===== config.mk =====
export PLATFORM = sky130hd
export DESIGN_NAME = tqvp_gera_gray_encoder_rx_flat
export DESIGN_NICKNAME = d
export VERILOG_FILES = /design/src/rtl/tqvp_gera_gray_pkg.sv /design/src/rtl/tqvp_gera_gray_encoder_rx_if.sv /design/src/rtl/tqvp_gera_gray_debounce.sv /design/src/rtl/tqvp_gera_gray_encoder_rx.sv /design/src/flat_wrapper.sv
export SDC_FILE = /design/constraint.sdc
export NUM_CORES = 1
export LEC_CHECK = 0
export ABC_CLOCK_PERIOD_IN_PS = 8300
export CAP_MARGIN = 20
export CORE_MARGIN = 5
export CORE_UTILIZATION = 30
export DETAILED_ROUTE_END_ITERATION = 6
export GPL_TIMING_DRIVEN = 0
export PLACE_DENSITY_LB_ADDON = 0.15
export SLEW_MARGIN = 20
export SYNTH_ARGS = -nofsm -noshare
export SYNTH_HDL_FRONTEND = slang
export SYNTH_SLANG_ARGS = --single-unit

===== constraint.sdc =====
create_clock -name clk -period 8.3 [get_ports clk]
set_clock_uncertainty 0.1 [all_clocks]
set_input_delay 1.66 -clock clk [delete_from_list [all_inputs] [get_ports clk]]
set_output_delay 1.66 -clock clk [all_outputs]
set_load 0.01 [all_outputs]

===== src/rtl/tqvp_gera_gray_pkg.sv =====
// Shared definitions for the Gray encoder receiver: register map, FSM encoding,
// STATUS bit positions and a Gray-to-binary helper reusable by the coder peripheral.
package tqvp_gera_gray_pkg;

  localparam logic [3:0] ADDR_STATUS = 4'h0;
  localparam logic [3:0] ADDR_POS    = 4'h1;
  localparam logic [3:0] ADDR_RAW    = 4'h2;
  localparam logic [3:0] ADDR_ACC_L  = 4'h3;
  localparam logic [3:0] ADDR_ACC_H  = 4'h4;
  localparam logic [3:0] ADDR_ERRCNT = 4'h5;
  localparam logic [3:0] ADDR_DEBTHR = 4'h6;
  localparam logic [3:0] ADDR_IRQEN  = 4'h7;

  typedef logic [1:0] state_t;
  localparam state_t ST_INIT   = 2'd0;
  localparam state_t ST_STABLE = 2'd1;
  localparam state_t ST_SETTLE = 2'd2;

  localparam int unsigned STATUS_NEW = 0;
  localparam int unsigned STATUS_ERR = 1;
  localparam int unsigned STATUS_DIR = 2;

  // Any width up to 8 works: zero-extend the code and slice the low bits of the result.
  function automatic logic [7:0] gray2bin(input logic [7:0] g);
    logic [7:0] b;
    b[7] = g[7];
    for (int i = 6; i >= 0; i--) begin
      b[i] = b[i+1] ^ g[i];
    end
    return b;
  endfunction

endpackage


===== src/rtl/tqvp_gera_gray_encoder_rx_if.sv =====
// TinyQV peripheral register bus: 4-bit address, 8-bit write data, combinational read data.
interface tqvp_gera_gray_encoder_rx_if;
  logic [3:0] address;
  logic       data_write;
  logic [7:0] data_in;
  logic [7:0] data_out;

  modport master (output address, output data_write, output data_in, input data_out);
  modport slave  (input address, input data_write, input data_in, output data_out);
endinterface


===== src/rtl/tqvp_gera_gray_debounce.sv =====
// Qualifies a sampled Gray code: a candidate held for thr+1 further cycles produces a
// single-cycle commit pulse. The first code after reset always passes through SETTLE.
module tqvp_gera_gray_debounce
  import tqvp_gera_gray_pkg::*;
#(
  parameter int unsigned GRAY_W = 4
) (
  input  logic              clk,
  input  logic              rst,
  input  logic [GRAY_W-1:0] i_sample,
  input  logic [7:0]        i_thr,
  output logic              o_commit,
  output logic [GRAY_W-1:0] o_cand
);

  state_t            r_state, w_state_d;
  logic [GRAY_W-1:0] r_cand, w_cand_d;
  logic [7:0]        r_cnt, w_cnt_d;

  always_comb begin
    w_state_d = r_state;
    w_cand_d  = r_cand;
    w_cnt_d   = r_cnt;
    o_commit  = 1'b0;
    case (r_state)
      ST_INIT: begin
        w_cand_d  = i_sample;
        w_cnt_d   = 8'd0;
        w_state_d = ST_SETTLE;
      end
      ST_STABLE: begin
        if (i_sample != r_cand) begin
          w_cand_d  = i_sample;
          w_cnt_d   = 8'd0;
          w_state_d = ST_SETTLE;
        end
      end
      ST_SETTLE: begin
        if (i_sample != r_cand) begin
          w_cand_d = i_sample;
          w_cnt_d  = 8'd0;
        end else if (r_cnt >= i_thr) begin
          // >= so that lowering the threshold below cnt commits at once
          o_commit  = 1'b1;
          w_state_d = ST_STABLE;
        end else begin
          w_cnt_d = r_cnt + 8'd1;
        end
      end
      default: w_state_d = ST_INIT;
    endcase
  end

  always_ff @(posedge clk) begin
    if (rst) begin
      r_state <= ST_INIT;
      r_cand  <= '0;
      r_cnt   <= 8'd0;
    end else begin
      r_state <= w_state_d;
      r_cand  <= w_cand_d;
      r_cnt   <= w_cnt_d;
    end
  end

  assign o_cand = r_cand;

endmodule


===== src/rtl/tqvp_gera_gray_encoder_rx.sv =====
// Gray rotary encoder receiver: debounce, Gray-to-binary, step tracking into a 16-bit
// accumulator, illegal-jump flagging. Optional IRQ output enabled by GRAY_RX_IRQ_EN.
module tqvp_gera_gray_encoder_rx
  import tqvp_gera_gray_pkg::*;
#(
  parameter int unsigned GRAY_W       = 4,
  parameter logic [7:0]  DEBOUNCE_RST = 8'd16
) (
  input  logic                       clk,
  input  logic                       rst,
  input  logic [7:0]                 ui_in,
  output logic [7:0]                 uo_out,
  tqvp_gera_gray_encoder_rx_if.slave bus
`ifdef GRAY_RX_IRQ_EN
  ,
  output logic                       user_interrupt
`endif
);

  logic              w_commit;
  logic [GRAY_W-1:0] w_cand;
  logic [7:0]        w_bin_full;
  logic [GRAY_W-1:0] w_bin, w_delta;
  logic              w_step, w_up, w_dn, w_bad;
  logic              w_wr_status, w_wr_acc, w_wr_errcnt, w_wr_debthr, w_rd_acc_l;
  logic [7:0]        w_status, w_data_out;

  logic [GRAY_W-1:0] r_ref_bin;
  logic              r_primed;
  logic [15:0]       r_acc;
  logic [7:0]        r_acc_h_shadow, r_err_cnt, r_deb_thr;
  logic              r_dir, r_err, r_new;

  tqvp_gera_gray_debounce #(.GRAY_W(GRAY_W)) u_debounce (
    .clk      (clk),
    .rst      (rst),
    .i_sample (ui_in[GRAY_W-1:0]),
    .i_thr    (r_deb_thr),
    .o_commit (w_commit),
    .o_cand   (w_cand)
  );

  assign w_bin_full = gray2bin(8'(w_cand));
  assign w_bin      = w_bin_full[GRAY_W-1:0];
  assign w_delta    = w_bin - r_ref_bin;
  // The first commit after reset only establishes the reference position.
  assign w_step     = w_commit & r_primed;
  assign w_up       = w_step && (w_delta == GRAY_W'(1));
  assign w_dn       = w_step && (w_delta == '1);
  assign w_bad      = w_step && (w_delta != '0) && !w_up && !w_dn;

  assign w_wr_status = bus.data_write && (bus.address == ADDR_STATUS);
  assign w_wr_acc    = bus.data_write && (bus.address == ADDR_ACC_L);
  assign w_wr_errcnt = bus.data_write && (bus.address == ADDR_ERRCNT);
  assign w_wr_debthr = bus.data_write && (bus.address == ADDR_DEBTHR);
  assign w_rd_acc_l  = !bus.data_write && (bus.address == ADDR_ACC_L);

  always_ff @(posedge clk) begin
    if (rst) begin
      r_ref_bin      <= '0;
      r_primed       <= 1'b0;
      r_acc          <= 16'd0;
      r_acc_h_shadow <= 8'd0;
      r_err_cnt      <= 8'd0;
      r_deb_thr      <= DEBOUNCE_RST;
      r_dir          <= 1'b0;
      r_err          <= 1'b0;
      r_new          <= 1'b0;
    end else begin
      if (w_commit) begin
        r_ref_bin <= w_bin;
        r_primed  <= 1'b1;
      end
      if (w_up || w_dn) r_dir <= w_up;
      if (w_up || w_dn) r_new <= 1'b1;
      else if (w_wr_status && bus.data_in[STATUS_NEW]) r_new <= 1'b0;
      if (w_bad) r_err <= 1'b1;
      else if (w_wr_status && bus.data_in[STATUS_ERR]) r_err <= 1'b0;
      if (w_wr_acc) r_acc <= 16'd0;
      else if (w_up) r_acc <= r_acc + 16'd1;
      else if (w_dn) r_acc <= r_acc - 16'd1;
      if (w_wr_errcnt) r_err_cnt <= 8'd0;
      else if (w_bad && (r_err_cnt != 8'hFF)) r_err_cnt <= r_err_cnt + 8'd1;
      if (w_rd_acc_l) r_acc_h_shadow <= r_acc[15:8];
      if (w_wr_debthr) r_deb_thr <= bus.data_in;
    end
  end

`ifdef GRAY_RX_IRQ_EN
  logic [1:0] r_ie;
  logic       r_irq;

  always_ff @(posedge clk) begin
    if (rst) begin
      r_ie  <= 2'b00;
      r_irq <= 1'b0;
    end else begin
      if (bus.data_write && (bus.address == ADDR_IRQEN)) r_ie <= bus.data_in[1:0];
      r_irq <= (r_new & r_ie[0]) | (r_err & r_ie[1]);
    end
  end

  assign user_interrupt = r_irq;
`endif

  always_comb begin
    w_status             = 8'd0;
    w_status[STATUS_NEW] = r_new;
    w_status[STATUS_ERR] = r_err;
    w_status[STATUS_DIR] = r_dir;
  end

  always_comb begin
    w_data_out = 8'd0;
    case (bus.address)
      ADDR_STATUS: w_data_out = w_status;
      ADDR_POS:    w_data_out = 8'(r_ref_bin);
      ADDR_RAW:    w_data_out = 8'(w_cand);
      ADDR_ACC_L:  w_data_out = r_acc[7:0];
      ADDR_ACC_H:  w_data_out = r_acc_h_shadow;
      ADDR_ERRCNT: w_data_out = r_err_cnt;
      ADDR_DEBTHR: w_data_out = r_deb_thr;
`ifdef GRAY_RX_IRQ_EN
      ADDR_IRQEN:  w_data_out = {6'd0, r_ie};
`endif
      default:     w_data_out = 8'd0;
    endcase
  end

  assign bus.data_out = w_data_out;

  if (GRAY_W <= 4) begin : g_uo_flags
    assign uo_out = {r_dir, r_err, r_new, 1'b0, 4'(r_ref_bin)};
  end else begin : g_uo_wide
    assign uo_out = 8'(r_ref_bin);
  end

  logic w_unused;
  assign w_unused = &{1'b0, ui_in[7:GRAY_W], w_bin_full[7:GRAY_W]};

endmodule

===== src/flat_wrapper.sv =====
// flat-port wrapper written by rule: the top's interface ports become plain ports
module tqvp_gera_gray_encoder_rx_flat import tqvp_gera_gray_pkg::*;
#(
  parameter int unsigned GRAY_W       = 4,
  parameter logic [7:0]  DEBOUNCE_RST = 8'd16
)
  (clk, rst, ui_in, uo_out, bus_address, bus_data_write, bus_data_in, bus_data_out);
  tqvp_gera_gray_encoder_rx_if bus_i ();
  input  logic clk;
  input  logic rst;
  input  logic [7:0] ui_in;
  output logic [7:0] uo_out;
  input wire logic [$bits(bus_i.address)-1:0] bus_address;
  input wire logic [$bits(bus_i.data_write)-1:0] bus_data_write;
  input wire logic [$bits(bus_i.data_in)-1:0] bus_data_in;
  output wire logic [$bits(bus_i.data_out)-1:0] bus_data_out;
  assign bus_i.address = bus_address;
  assign bus_i.data_write = bus_data_write;
  assign bus_i.data_in = bus_data_in;
  assign bus_data_out = bus_i.data_out;
  tqvp_gera_gray_encoder_rx #(.GRAY_W(GRAY_W), .DEBOUNCE_RST(DEBOUNCE_RST)) u_core (.clk(clk), .rst(rst), .ui_in(ui_in), .uo_out(uo_out), .bus(bus_i));
endmodule

==> summary.md <==
| Metric | Value |
|---|---|
| Die area | 16200 sq um |
| Critical Path AT | 6.29 ns |
| Ports | 39 |
| Largest net degree at the start of global routing | 17 |
| Top_reg_cell synth | dfxtp_1 |
| CP required | 8.42 ns |
| Antenna cells | 0 |
| Clock Root Buffer | clkbuf_16 |
| Deepest clock path buffer count | 2 |
| Status | completed |
| Top delay family on crit path | simple AND/OR/NAND/NOR gates |
| Endpoint class of the critical path | flop |
| Total clock buffers created by CTS | 9 |
| Hold Fails Final Rpt | 0 |
| Setup violators final | 0 |
| Latest clock arrival within the worst-skew pair | 0.34 ns |
| Pwr dens | 156 nW/um^2 |
| Worst VDD drop | 0.101 mV |
| WP buf/inv | 2 |
| Crit-path max cell delay | 1.00 ns |
| CTS tree | done |
| Syn Inst Count | 488 |
| Number of max-cap violations | 0 |
| Distinct cells, synth | 63 |
| Worst hold path class | reg -> reg |
| Via-to-Cell Ratio | 5.03 |
| Switching pwr | 191 uW |
| Port Buffers | 30 |
| Hold-fix buffers at CTS | 0 |
| Leading cell type in the layout, fill and taps excluded | dfxtp_1 |
| GRT overflow | 0 |
| Crit path kind | reg -> reg |
| Worst-margin pin slew | 0.982 ns |
| Combinational group share of total power | 0.111 |
| Starting density of the core | 0.309 |
| Fin cells | 710 |
| Slew margin rel. | 0.341 |
| Cells on Worst Hold Path | 2 |
| Placement Setup Slack | 1.74 ns |
| Tcrit/Tclk final | 0.744 |
| Core Area | 13300 sq um |
| DR WL/cell | 16.0 um |
| Cells on worst reg2reg path | 19 |
| HP Start | u_core.r_primed |
| RSZ-0062 raised after global routing | no |
| Mapped Area | 4130 sq um |
| Internal cell power | 581 uW |
| Area Overhead vs Synth | 20.1% |
| Ys Warns | 0 |
| Peak Freq | 162 MHz |
| DRT iter0 DRCs | 211 |
| Crit-path cells | buf_6 -> xor2_1 -> xor2_1 -> xnor2_1 -> ha_1 -> inv_1 -> fa_1 -> xor2_1 -> nor2_1 -> o21ai_0 -> or4b_2 -> ha_1 -> a21oi_1 -> a211oi_1 -> nor3_1 -> a21oi_1 -> a221o_1 -> and3_1 -> or3_1 |
| Post-CTS Setup Repair Bufs | 0 |
| Post-DRT Antenna Nets | 0 |
| FF-to-FF setup slack | 2.13 ns |
| Final net count | 587 |
| Clk slew on worst S/H paths | 0.05 ns |
| Total number of vias | 3571 |
| CP dominant cell by count | xor2_1 |
| Syn nets | 546 |
| Seq cells post-synth | 62 |
| Initial antenna violation count | 0 |
| Origin of the critical flop-to-flop path | u_core.u_debounce.o_cand[3] |
| Rows | 42 |
| Reg2reg end | u_core.r_acc[15] |
| Placed cells | 694 |
| Post_cts resized | 0 |
| Max-slew violations | 0 |
| Dpl hpwl | 8870 um |
| Asr flop ratio synth | 0 |
| Die width | 127 um |
| Final min period | 6.17 ns |
| Clock share of power | 0.494 |
| Final WL | 11400 um |
| Setup crit start | u_core.u_debounce.o_cand[3] |
| Register area share after synthesis | 0.301 |
| Number of global-route vias before repair | 3539 |
| Gpl congestion | 0.833 |
| Share of cells above drive strength 1 | 0.0712 |
| Post-Synthesis Mean Instance Area | 8.46 sq um |
| Setup TNS | 0 ns |
| GRT Util Overall | 0.146 |
| First-pass GRT wire length | 18700 um |
| Clk sinks | 62 |
| Lkg Pwr | 0.00189 uW |
| CP Max Fanout | 16 |
| Pre-antenna DRT Iters | 4 |
| Switching Fraction | 0.248 |
| CTS H-tree depth | 3 |
| Final worst slack | 2.13 ns |
| Most frequent cells in the layout | 62 x dfxtp_1, 54 x nor2_1, 48 x nand2_1, 40 x a21oi_1, 33 x ha_1 |
| Worst Hold End | u_core.r_primed |
| Number of synthesized flops with an enable pin | 0 |
| Power share of the sequential group | 0.395 |
| Worst setup SP type | flop |
| Die Y | 127 um |
| Slowest-stage cell, CP | or4b_2 |
| Residual DRC | 0 |
==> worst register-to-register path, stage by stage (launching register included) <==
cell and delay (ns):
dfxtp_1 0.32, buf_6 0.13, xor2_1 0.29, xor2_1 0.46, xnor2_1 0.21, ha_1 0.21, inv_1 0.06, fa_1 0.37
xor2_1 0.18, nor2_1 0.08, o21ai_0 0.30, or4b_2 1.01, ha_1 0.46, a21oi_1 0.23, a211oi_1 0.12, nor3_1 0.36
a21oi_1 0.21, a221o_1 0.43, and3_1 0.19, or3_1 0.35
==> layer usage <==
metal	vias up	track usage	wire length, um
met5	-	0	0
met4	0	0.0593	241
met3	14	0.0309	373
met2	54	0.241	5270
met1	1675	0.187	5470
li1	1828	-	-
==> synth_stat cells (2+ instances only) <==
cell type | n | area share
nor2_1 | 54 | 0.049
buf_2 | 2 | 0.0024
nand4_1 | 7 | 0.011
nand3_1 | 11 | 0.013
inv_1 | 17 | 0.015
a21o_1 | 7 | 0.013
a21oi_1 | 40 | 0.049
xnor2_1 | 11 | 0.023
or3_4 | 2 | 0.0055
xor2_1 | 20 | 0.042
buf_1 | 3 | 0.0027
a22oi_1 | 2 | 0.0036
a211o_1 | 2 | 0.0042
or3_1 | 5 | 0.0076
buf_4 | 4 | 0.0073
or2_2 | 2 | 0.0030
o211ai_1 | 4 | 0.0073
dfxtp_1 | 62 | 0.30
and3_1 | 10 | 0.015
nand2b_1 | 3 | 0.0045
ha_1 | 33 | 0.10
a311oi_1 | 2 | 0.0042
a31o_2 | 2 | 0.0042
nand4b_1 | 2 | 0.0042
o21ai_0 | 20 | 0.024
fa_1 | 2 | 0.0097
mux2i_1 | 30 | 0.073
nor3_1 | 9 | 0.011
a22o_1 | 5 | 0.011
nand2_1 | 48 | 0.044
and4_1 | 3 | 0.0064
a211oi_1 | 6 | 0.011
o41a_1 | 2 | 0.0055
o21a_1 | 4 | 0.0073
nor2b_1 | 3 | 0.0045
clkbuf_1 | 15 | 0.014
a41o_1 | 3 | 0.0073
mux4_2 | 2 | 0.011
and2_1 | 4 | 0.0061
nand3b_1 | 2 | 0.0036
==> power by group through the flow <==
| stage | sequential, uW | clock (uW) | combinational [uW] |
|---|---|---|---|
| floorplan | 310 | 0 | 57.3 |
| finish | 305 | 381 | 86.0 |
| global placement | 311 | 0 | 84.2 |
| global route | 305 | 402 | 95.6 |
| detailed placement | 311 | 0 | 85.3 |
| CTS | 305 | 390 | 86.0 |
==> sequential cells by signal, summed over array words and instances (netlist names) <==
| name | flops |
|---|---|
| u_core.r_acc_h_shadow | 8 |
| u_core.u_debounce.r_cnt | 8 |
| u_core.u_debounce.r_state | 2 |
| u_core.r_dir | 1 |
| u_core.r_new | 1 |
| u_core.r_deb_thr | 8 |
| u_core.r_acc | 16 |
| u_core.r_primed | 1 |
| u_core.r_ref_bin | 4 |
| u_core.r_err_cnt | 8 |
| u_core.u_debounce.o_cand | 4 |
| u_core.r_err | 1 |
==> area by class of cell <==
class	count	area, sq um
timing repair buffer	30	300
tap	176	220
clock inverter	4	45.0
clock buffer	12	256
multi-input combinational	384	2710
inverter	17	63.8
sequential	62	1240
fill	1398	8390
buffer	25	119
==> how the worst max path moves through the flow <==
stage	endpoint	slack [ns]	depth (start not counted)
after floorplan	u_core.r_acc[15]	2.82	12
after global placement	u_core.r_acc[15]	1.72	13
after detailed placement	u_core.r_acc[15]	1.74	13
after CTS	u_core.r_acc[15]	2.06	19
after global routing	u_core.r_acc[15]	1.72	19
final	u_core.r_acc[15]	2.13	19
==> logic make-up after synthesis <==
logic type / synth area share
compound gates: 0.182
mux: 0.0864
fa+ha+maj: 0.110
buf+inv: 0.0443
xor+xnor: 0.0658
flops: 0.301
simple gates: 0.210
other cells: 0.000909
==> metrics by stage <==
step / cell area, sq um / total power [uW] / utilization / hold slack, ns
floorplan: 4130 / 367 / - / 0.342
global placement: 4650 / 395 / 0.348 / 0.358
detailed placement: 4650 / 396 / 0.348 / 0.368
CTS: 4950 / 781 / 0.371 / 0.376
global route: 4960 / 803 / 0.371 / 0.382
finish: 4960 / 772 / 0.371 / 0.369
No activity file was read; power rests on OpenSTA's default activity.
